<file path="src/rtl/mem_req_arbiter_pkg.sv">
// Shared types and helpers for the memory request arbiter and its round-robin picker.
package mem_arb_pkg;

  typedef enum logic [1:0] {
    IDLE,
    ISSUE,
    WAIT_RD,
    WAIT_WR
  } arb_state_t;

  localparam int unsigned DEF_ADDR_WIDTH = 32;
  localparam int unsigned DEF_DATA_WIDTH = 32;

  // Width of an index into n requesters; never narrower than one bit.
  function automatic int unsigned idx_width(input int unsigned n);
    return (n > 1) ? $clog2(n) : 1;
  endfunction

endpackage

</file>
<file path="src/rtl/mem_req_arbiter_rr_picker.sv">
// Combinational round-robin picker: first set request bit scanning upward from rr_ptr, wrapping.
module rr_picker
  import mem_arb_pkg::*;
#(
  parameter int unsigned NUM_REQ = 4
) (
  input  logic [NUM_REQ-1:0]             req,
  input  logic [idx_width(NUM_REQ)-1:0]  rr_ptr,
  output logic [idx_width(NUM_REQ)-1:0]  winner,
  output logic                           any_valid
);

  localparam int unsigned IW = idx_width(NUM_REQ);

  int unsigned idx;

  always_comb begin
    winner    = '0;
    any_valid = 1'b0;
    idx       = 0;
    for (int unsigned i = 0; i < NUM_REQ; i++) begin
      idx = (32'(rr_ptr) + i) % NUM_REQ;
      if (!any_valid && req[idx]) begin
        any_valid = 1'b1;
        winner    = IW'(idx);
      end
    end
  end

endmodule

</file>
<file path="src/rtl/mem_req_arbiter.sv">
// Round-robin arbiter granting one full single-beat transaction at a time onto a shared bridge port.
module mem_req_arbiter
  import mem_arb_pkg::*;
#(
  parameter int unsigned NUM_REQ    = 4,
  parameter int unsigned ADDR_WIDTH = DEF_ADDR_WIDTH,
  parameter int unsigned DATA_WIDTH = DEF_DATA_WIDTH
) (
  input  logic                              clk,
  input  logic                              rst_n,
  input  logic [NUM_REQ-1:0]                s_req_valid,
  input  logic [NUM_REQ-1:0]                s_req_is_write,
  input  logic [NUM_REQ*ADDR_WIDTH-1:0]     s_req_addr,
  input  logic [NUM_REQ*DATA_WIDTH-1:0]     s_req_wdata,
  input  logic [NUM_REQ*DATA_WIDTH/8-1:0]   s_req_wstrb,
  output logic [NUM_REQ-1:0]                s_req_ready,
  output logic [DATA_WIDTH-1:0]             s_resp_rdata,
  output logic [NUM_REQ-1:0]                s_resp_valid,
  input  logic [NUM_REQ-1:0]                s_resp_ready,
  output logic [NUM_REQ-1:0]                s_wr_done,
  output logic                              m_req_valid,
  output logic                              m_req_is_write,
  output logic [ADDR_WIDTH-1:0]             m_req_addr,
  output logic [DATA_WIDTH-1:0]             m_req_wdata,
  output logic [DATA_WIDTH/8-1:0]           m_req_wstrb,
  input  logic                              m_req_ready,
  input  logic [DATA_WIDTH-1:0]             m_resp_rdata,
  input  logic                              m_resp_valid,
  output logic                              m_resp_ready,
  output logic [idx_width(NUM_REQ)-1:0]     grant_id,
  output logic                              busy
);

  localparam int unsigned IW = idx_width(NUM_REQ);
  localparam int unsigned SW = DATA_WIDTH / 8;

  arb_state_t    state;
  logic [IW-1:0] rr_ptr;
  logic [IW-1:0] winner;
  logic          any_valid;

  rr_picker #(
    .NUM_REQ (NUM_REQ)
  ) u_picker (
    .req       (s_req_valid),
    .rr_ptr    (rr_ptr),
    .winner    (winner),
    .any_valid (any_valid)
  );

  always_ff @(posedge clk or negedge rst_n) begin
    if (!rst_n) begin
      state          <= IDLE;
      rr_ptr         <= '0;
      grant_id       <= '0;
      m_req_is_write <= 1'b0;
      m_req_addr     <= '0;
      m_req_wdata    <= '0;
      m_req_wstrb    <= '0;
      s_wr_done      <= '0;
    end else begin
      s_wr_done <= '0;
      case (state)
        IDLE: begin
          if (any_valid) begin
            m_req_is_write <= s_req_is_write[winner];
            m_req_addr     <= s_req_addr[winner*ADDR_WIDTH +: ADDR_WIDTH];
            m_req_wdata    <= s_req_wdata[winner*DATA_WIDTH +: DATA_WIDTH];
            m_req_wstrb    <= s_req_wstrb[winner*SW +: SW];
            grant_id       <= winner;
            rr_ptr         <= (winner == IW'(NUM_REQ - 1)) ? '0 : winner + IW'(1);
            state          <= ISSUE;
          end
        end
        ISSUE: begin
          if (m_req_ready) state <= m_req_is_write ? WAIT_WR : WAIT_RD;
        end
        WAIT_RD: begin
          if (m_resp_valid && m_resp_ready) state <= IDLE;
        end
        WAIT_WR: begin
          // Bridge signals write completion only by becoming idle again.
          if (m_req_ready) begin
            s_wr_done <= NUM_REQ'(1) << grant_id;
            state     <= IDLE;
          end
        end
        default: state <= IDLE;
      endcase
    end
  end

  always_comb begin
    s_req_ready  = '0;
    s_resp_valid = '0;
    s_resp_rdata = '0;
    m_resp_ready = 1'b0;
    m_req_valid  = (state == ISSUE);
    busy         = (state != IDLE);
    if (rst_n && state == IDLE && any_valid) s_req_ready[winner] = 1'b1;
    if (state == WAIT_RD) begin
      m_resp_ready           = s_resp_ready[grant_id];
      s_resp_valid[grant_id] = m_resp_valid;
      s_resp_rdata           = m_resp_rdata;
    end
  end

endmodule

</file>
<file path="config.mk">
export PLATFORM = sky130hd
export DESIGN_NAME = mem_req_arbiter
export DESIGN_NICKNAME = d
export VERILOG_FILES = /design/src/rtl/mem_req_arbiter_pkg.sv /design/src/rtl/mem_req_arbiter_rr_picker.sv /design/src/rtl/mem_req_arbiter.sv
export SDC_FILE = /design/constraint.sdc
export NUM_CORES = 1
export LEC_CHECK = 0
export ABC_AREA = 0
export BUFFER_PORTS_ARGS = -buffer_cell sky130_fd_sc_hd__buf_4
export CAP_MARGIN = 20
export CORE_AREA = 4 4 170 172
export DETAILED_ROUTE_END_ITERATION = 16
export DIE_AREA = 0 0 174 176
export GPL_ROUTABILITY_DRIVEN = 1
export PLACE_DENSITY_LB_ADDON = 0.1
export SLEW_MARGIN = 20
export SYNTH_ARGS = -nofsm -noshare
export SYNTH_HDL_FRONTEND = slang
export SYNTH_SLANG_ARGS = --single-unit
</file>
<file path="constraint.sdc">
create_clock -name clk -period 3.69 [get_ports clk]
set_input_delay 0.1845 -clock clk [delete_from_list [all_inputs] [get_ports clk]]
set_output_delay 0.1845 -clock clk [all_outputs]
set_load 0.01 [all_outputs]
</file>
==> impl_metrics.yaml, run 1 <==
run_status:
  status: "finished, final reports clean"
clock_tree:
  post-cts-setup-buffers: 0
  insertion_delay_ns: 0.34
  clk_pin_slew_worst_paths_ns: 0.07
  cts_buffer_depth: 2
  cts_buffers: 9
  postCtsResizedCells: 0
  cts.sinks: 79
  cts_root_buffer: "clkbuf_16"
  h-tree-depth: 3
  postCtsHoldBufs: 1
  tritoncts: "built"
sta:
  hold-worst-slack_ns: 0.145
  min_period_ns: 2.53
  rsz0062_at_grt: "no"
  worst_pin_slew_ns: 1.03
  maxSlewHeadroom: 0.311
  setup_viol: 0
  fin_crit_sh: 0.684
  fin_skew_ns: 0.0108
  hold_viol: 0
  slew_violations: 0
  setup_tns_ns: 0
  fmax_mhz: 396
run:
  max_cap_violations: 0
finish:
  final_util: 0.318
  layout.nets: 1239
  n_fill_cell: 2968
  area_growth_pct: 83.2
  drive_gt1_frac: 0.517
  stdcell_area_um2: 8740
  diodes: 0
min_path:
  whs_path_depth: 3
  min_to: "m_req_wdata[8]$_DFFE_PN0P_"
  min_path_type: "input port to register"
  min_from: "s_req_wdata[40]"
die:
  die_w_um: 174
  start_util: 0.174
  rows: 61
  die-area_um2: 30600
  core-area_um2: 27500
  boundaryPins: 438
  die_h_um: 176
global_routing:
  grt_max_degree: 55
  grt_pass1_wl_mm: 37.3
  antenna_found_initial: 0
  grt_pass1_vias: 6121
  track_usage: 0.158
  gr-total-overflow: 0
worst_setup_path:
  ff2ff_path_depth: 5
  r2r-end: "m_req_wdata[12]$_DFFE_PN0P_"
  worst_setup_path_end_kind: "primary output"
  cp.required_ns: 3.51
  worst-r2r-setup-slack_ns: 1.20
  start_kind: "register"
  critPathMaxFanout: 16
  cpMostUsedCell: "buf_4"
  cp_cell_sequence: "mux2_2, o221ai_4, buf_4, inv_2, ha_1, and3_1, buf_4"
  slowest_delay_ns: 0.49
  setup.worst_path.class: "register to primary output"
  worstPathArrival_ns: 2.34
  slowest_stage: "dfrtp_1"
  r2r-start: "rr_ptr[1]$_DFFE_PN0P_"
route:
  routed_wirelength_mm: 25.6
  routed-via-count: 5741
  viasPerCell: 4.53
  drt_iter0_drc: 182
  first_pass_iters: 4
  wl_per_cell_um: 20.2
  route.detailed.drc: 0
  antenna_left: 0
pwr:
  p_int_uw: 3540
  seq_power_share: 0.261
  ir_drop_v: 0.000322
  leakage_uw: 0.00433
  power.density_nw_per_um2: 704
  pwr-share-clk: 0.150
  switchingPower_uw: 2610
  switching_share: 0.425
  pwr-share-comb: 0.589
synthesis:
  synth_nets: 826
  netlist_instances: 505
  yosysTopAreaCell: "dfrtp_1"
  synth_common_cells: "dfrtp_1 (79), nor2_1 (76), a221oi_1 (69)"
  postSynthAreaPerCell_um2: 9.45
  synth.most_common_cell: "dfrtp_1"
  ys_ff_latch: 79
  yosysSeqAreaShare: 0.414
  ys.warnings.count: 0
  synthDistinctLibCells: 37
  synth.area.top_cells: "dfrtp_1 (41%), mux2i_1 (14%), a221oi_1 (13%), o22ai_1 (8.9%), nor2_1 (6.0%)"
  syn_area_um2: 4770
  synth_top_area_share: 0.414
  synthArstFlopShare: 1.00
  ys.flop_type: "dfrtp_1"
  synth_edf_count: 0
placement:
  dp_hpwl_mm: 19.8
  postPlaceCellArea_um2: 8440
  place.gp.congestion: 0.750
  port_buffers: 437
-- critical path, delay by kind of cell (launching register included) --
family          cells  cell delay, ns
flops               1            0.49
mux                 1            0.41
compound gates      1            0.18
simple gates        1            0.17
buf+inv             3            0.56
fa+ha+maj           1            0.21
-- power groups by stage --
stage / Combinational, uW / Clock [uW] / Sequential, uW
6_report: 3620 / 923 / 1610
3_5_place_dp: 3730 / 0 / 1610
4_1_cts: 3720 / 972 / 1610
3_3_place_gp: 3750 / 0 / 1610
5_1_grt: 3980 / 1000 / 1670
2_1_floorplan: 1780 / 0 / 1740
-- layer usage --
layer | vias up | GRT usage | wire length (um)
met3 | 17 | 0.0548 | 2280
li1 | 2757 | - | -
met2 | 279 | 0.285 | 12900
met5 | - | 0 | 0
met4 | 0 | 0.0340 | 335
met1 | 2688 | 0.181 | 10000
-- stage by stage --
| step | cells | worst slack, ns | total power, uW |
|---|---|---|---|
| 2_1_floorplan | 505 | 1.69 | 3520 |
| 5_1_grt | 1268 | 1.00 | 6660 |
| 3_3_place_gp | 1252 | 1.18 | 5350 |
| 4_1_cts | 1268 | 1.12 | 6310 |
| 6_report | 1268 | 1.16 | 6150 |
| 3_5_place_dp | 1252 | 1.17 | 5350 |
-- area by class of cell --
class,count,area (um2),share of cell area
Clock buffer,10,239,0.0273
Clock inverter,5,58.8,0.00673
Inverter,6,22.5,0.00258
Multi-Input combinational cell,370,2610,0.298
Sequential cell,79,1980,0.226
Tap cell,346,433,0.0495
Timing Repair Buffer,452,3410,0.390
-- worst max-delay path by stage --
stage,endpoint,cells past startpoint,from
floorplan,s_req_ready[3],9,rr_ptr[1]$_DFFE_PN0P_
global placement,m_req_addr[26]$_DFFE_PN0P_,5,rr_ptr[1]$_DFFE_PN0P_
detailed placement,m_req_addr[26]$_DFFE_PN0P_,5,rr_ptr[1]$_DFFE_PN0P_
CTS,s_req_ready[3],7,rr_ptr[1]$_DFFE_PN0P_
global route,s_req_ready[2],6,state[0]$_DFFE_PN0P_
finish,s_req_ready[3],7,rr_ptr[1]$_DFFE_PN0P_
-- cell families after synthesis --
group                      synth area share
DFF                                   0.414
and+or+nand+nor                       0.137
muxes                                 0.154
buffers and inverters                0.0501
AOI/OAI and AO/OA                     0.242
adders and majority gates           0.00262
-- cells in the final DEF, fill, tap and decap left out, types with 2 or more instances in the layout --
master,instances
o22ai_1,68
nor3_1,2
a221oi_1,69
mux2i_1,68
and3_1,2
nor2b_1,2
and2_1,33
nand2_1,15
clkinvlp_4,2
dfrtp_1,79
clkbuf_16,9
inv_1,5
nand2b_1,3
o21ai_0,5
nor2_1,75
mux2_2,2
buf_4,450
a21oi_1,6
-- sequential cells by signal, summed over array words and instances, names as in the netlist --
register and cells:
m_req_addr 32, m_req_wstrb 4, state 2, m_req_wdata 32
rr_ptr 2, grant_id 2, m_req_is_write 1, s_wr_done 4
Note: power is estimated with default switching activity, not from simulation.
==> inputs of run 2 (changes only) <==
--- a/config.mk
+++ b/config.mk
@@ -8,9 +8,9 @@
 export ABC_AREA = 0
 export BUFFER_PORTS_ARGS = -buffer_cell sky130_fd_sc_hd__buf_4
 export CAP_MARGIN = 20
-export CORE_AREA = 4 4 170 172
+export CORE_AREA = 4 4 169 171
 export DETAILED_ROUTE_END_ITERATION = 16
-export DIE_AREA = 0 0 174 176
+export DIE_AREA = 0 0 173 175
 export GPL_ROUTABILITY_DRIVEN = 1
 export PLACE_DENSITY_LB_ADDON = 0.1
 export SLEW_MARGIN = 20
==> constraint.sdc (replaced) <==
create_clock -name clk -period 2.1 [get_ports clk]
set_input_delay 0.105 -clock clk [delete_from_list [all_inputs] [get_ports clk]]
set_output_delay 0.105 -clock clk [all_outputs]
set_load 0.01 [all_outputs]
==> run 2 against run 1 <==
Against the previous run:
- sequential power rose by 73%
- flip-flop and latch count unchanged
- hold slack got worse by 0.089 ns
- highest routed layer is now met5
- total power grew 83%
- first-iteration DRC count up 13%
- wire length rose by 4.5%
- critical endpoint unchanged
==> impl_metrics.yaml, run 2 (same netlist as run 1, synthesis figures left out) <==
min_path:
  min_from: "s_req_addr[41]"
  min_path_type: "input port to register"
  whs_path_depth: 3
  min_to: "m_req_addr[9]$_DFFE_PN0P_"
sta:
  worst_pin_slew_ns: 0.593
  fin_ws_ns: 0.100
  maxSlewHeadroom: 0.601
  fmax_mhz: 500
  setup_tns_ns: 0
  setup_viol: 0
  rsz0062_at_grt: "no"
  fin_skew_ns: 0.0120
  slew_violations: 0
  min_period_ns: 2.00
  hold_viol: 0
  fin_crit_sh: 0.952
route:
  routed_wirelength_mm: 26.8
  viasPerCell: 4.66
  first_pass_iters: 4
  routed-via-count: 5970
  wl_per_cell_um: 20.9
  drt_iter0_drc: 206
  antenna_left: 0
  route.detailed.drc: 0
finish:
  final_cell_mix: "buf_4 (457), dfrtp_1 (78), nor2_1 (75)"
  diodes: 0
  final_common_cell: "buf_4"
  drive_gt1_frac: 0.532
  layout.nets: 1258
  area_growth_pct: 89.8
  reg_top3: "m_req_addr (32), m_req_wdata (32)"
clock_tree:
  cts.sinks: 79
  h-tree-depth: 3
  tritoncts: "built"
  clk_pin_slew_worst_paths_ns: 0.07
  insertion_delay_ns: 0.35
  cts_buffers: 9
  cts_buffer_depth: 2
  cts_root_buffer: "clkbuf_16"
die:
  boundaryPins: 438
  start_util: 0.178
  core-area_um2: 26900
  die-area_um2: 30300
  die_w_um: 173
  die_h_um: 175
  rows: 60
pwr:
  power_uw: 11300
  ir_drop_v: 0.000462
  seq_power_share: 0.247
  power.density_nw_per_um2: 1240
  switching_share: 0.422
  p_int_uw: 6510
  pwr-share-comb: 0.618
  switchingPower_uw: 4760
  pwr-share-clk: 0.136
  leakage_uw: 0.00448
worst_setup_path:
  critPathMaxFanout: 5
  ff2ff_path_depth: 7
  crit_path_start: "rr_ptr[1]$_DFFE_PN0P_"
  r2r-end: "m_req_wdata[28]$_DFFE_PN0P_"
  worst_setup_path_end_kind: "primary output"
  r2r-start: "rr_ptr[1]$_DFFE_PN0P_"
  worst-r2r-setup-slack_ns: 0.12
  setup.worst_path.class: "register to primary output"
  cp.required_ns: 2.00
  worstPathArrival_ns: 1.89
  start_kind: "register"
global_routing:
  grt_max_degree: 69
  grt_pass1_wl_mm: 38.4
  antenna_found_initial: 3
  gr-total-overflow: 0
  grt_pass1_vias: 6340
  track_usage: 0.164
run:
  max_cap_violations: 0
placement:
  port_buffers: 437
  dp_hpwl_mm: 20.0
  place.gp.congestion: 0.755
  place_ws_ns: 0.122
run_status:
  status: "finished, final reports clean"
-- run 2: changes by cell type in the layout (fill, tap and decap cells not counted), moves of 2 or more --
| cell | change |
|---|---|
| a21oi_1 | -2 |
| a21oi_2 | +2 |
| buf_12 | +8 |
| buf_4 | +7 |
| clkbuf_16 | +2 |
| clkinvlp_4 | +2 |
-- run 2: per-layer routing --
metal  global-route usage  part of all wire
met1                0.179              0.38
met2                0.302              0.51
met3               0.0573             0.087
met4               0.0436             0.017
met5                    0            0.0013
-- run 2: what timing repair did --
item,CTS,global route
hold endpoints to repair,11,0
buffers inserted,2,3
resized for setup,4,5
cloned,1,2
setup endpoints to repair,3,8
pin swaps,2,2
hold buffers,1,0
-- run 2: stage by stage --
| stage | hold WS, ns | instances | cell area (um2) | util |
|---|---|---|---|---|
| 6_report | 0.0556 | 1282 | 9060 | 0.337 |
| 5_1_grt | 0.0588 | 1282 | 9060 | 0.337 |
| 4_1_cts | 0.0385 | 1277 | 8960 | 0.334 |
| 3_5_place_dp | -0.00170 | 1258 | 8620 | 0.321 |
| 3_3_place_gp | -0.00210 | 1258 | 8620 | 0.321 |
| 2_1_floorplan | -0.191 | 505 | 4770 | - |
-- run 2: worst max path at each step --
| stage | endpoint | slack, ns | cells past startpoint |
|---|---|---|---|
| floorplan | rr_ptr[0]$_DFFE_PN0P_ | 0.17 | 9 |
| global placement | m_req_wdata[16]$_DFFE_PN0P_ | 0.16 | 5 |
| detailed placement | m_req_addr[9]$_DFFE_PN0P_ | 0.12 | 6 |
| CTS | s_req_ready[2] | 0.006 | 6 |
| global route | s_req_ready[3] | 0.007 | 7 |
| finish | s_req_ready[3] | 0.10 | 8 |
-- run 2: final cells by class --
| cell class | count | area [um2] |
|---|---|---|
| clock buffer | 10 | 239 |
| timing repair buffer | 471 | 3730 |
| multi-input combinational | 370 | 2620 |
| inverter | 6 | 22.5 |
| clock inverter | 5 | 35.0 |
| sequential | 79 | 1980 |
| tap | 341 | 427 |
| fill | 2858 | 17800 |
-- run 2: power groups by stage --
stage	Clock, uW	Combinational [uW]	Sequential, uW
after detailed placement	0	6820	2810
after global placement	0	6850	2790
after global routing	1660	7580	2890
final	1530	6960	2780
after floorplan	0	3120	3070
after CTS	1610	6940	2790
-- run 2: critical path, cell delays in order (launching register included) --
cell     delay [ns]
dfrtp_1        0.43
buf_4          0.18
a21oi_2        0.11
o21ai_1        0.06
a21oi_1        0.14
buf_4          0.15
ha_2           0.17
and3_1         0.16
buf_4          0.14
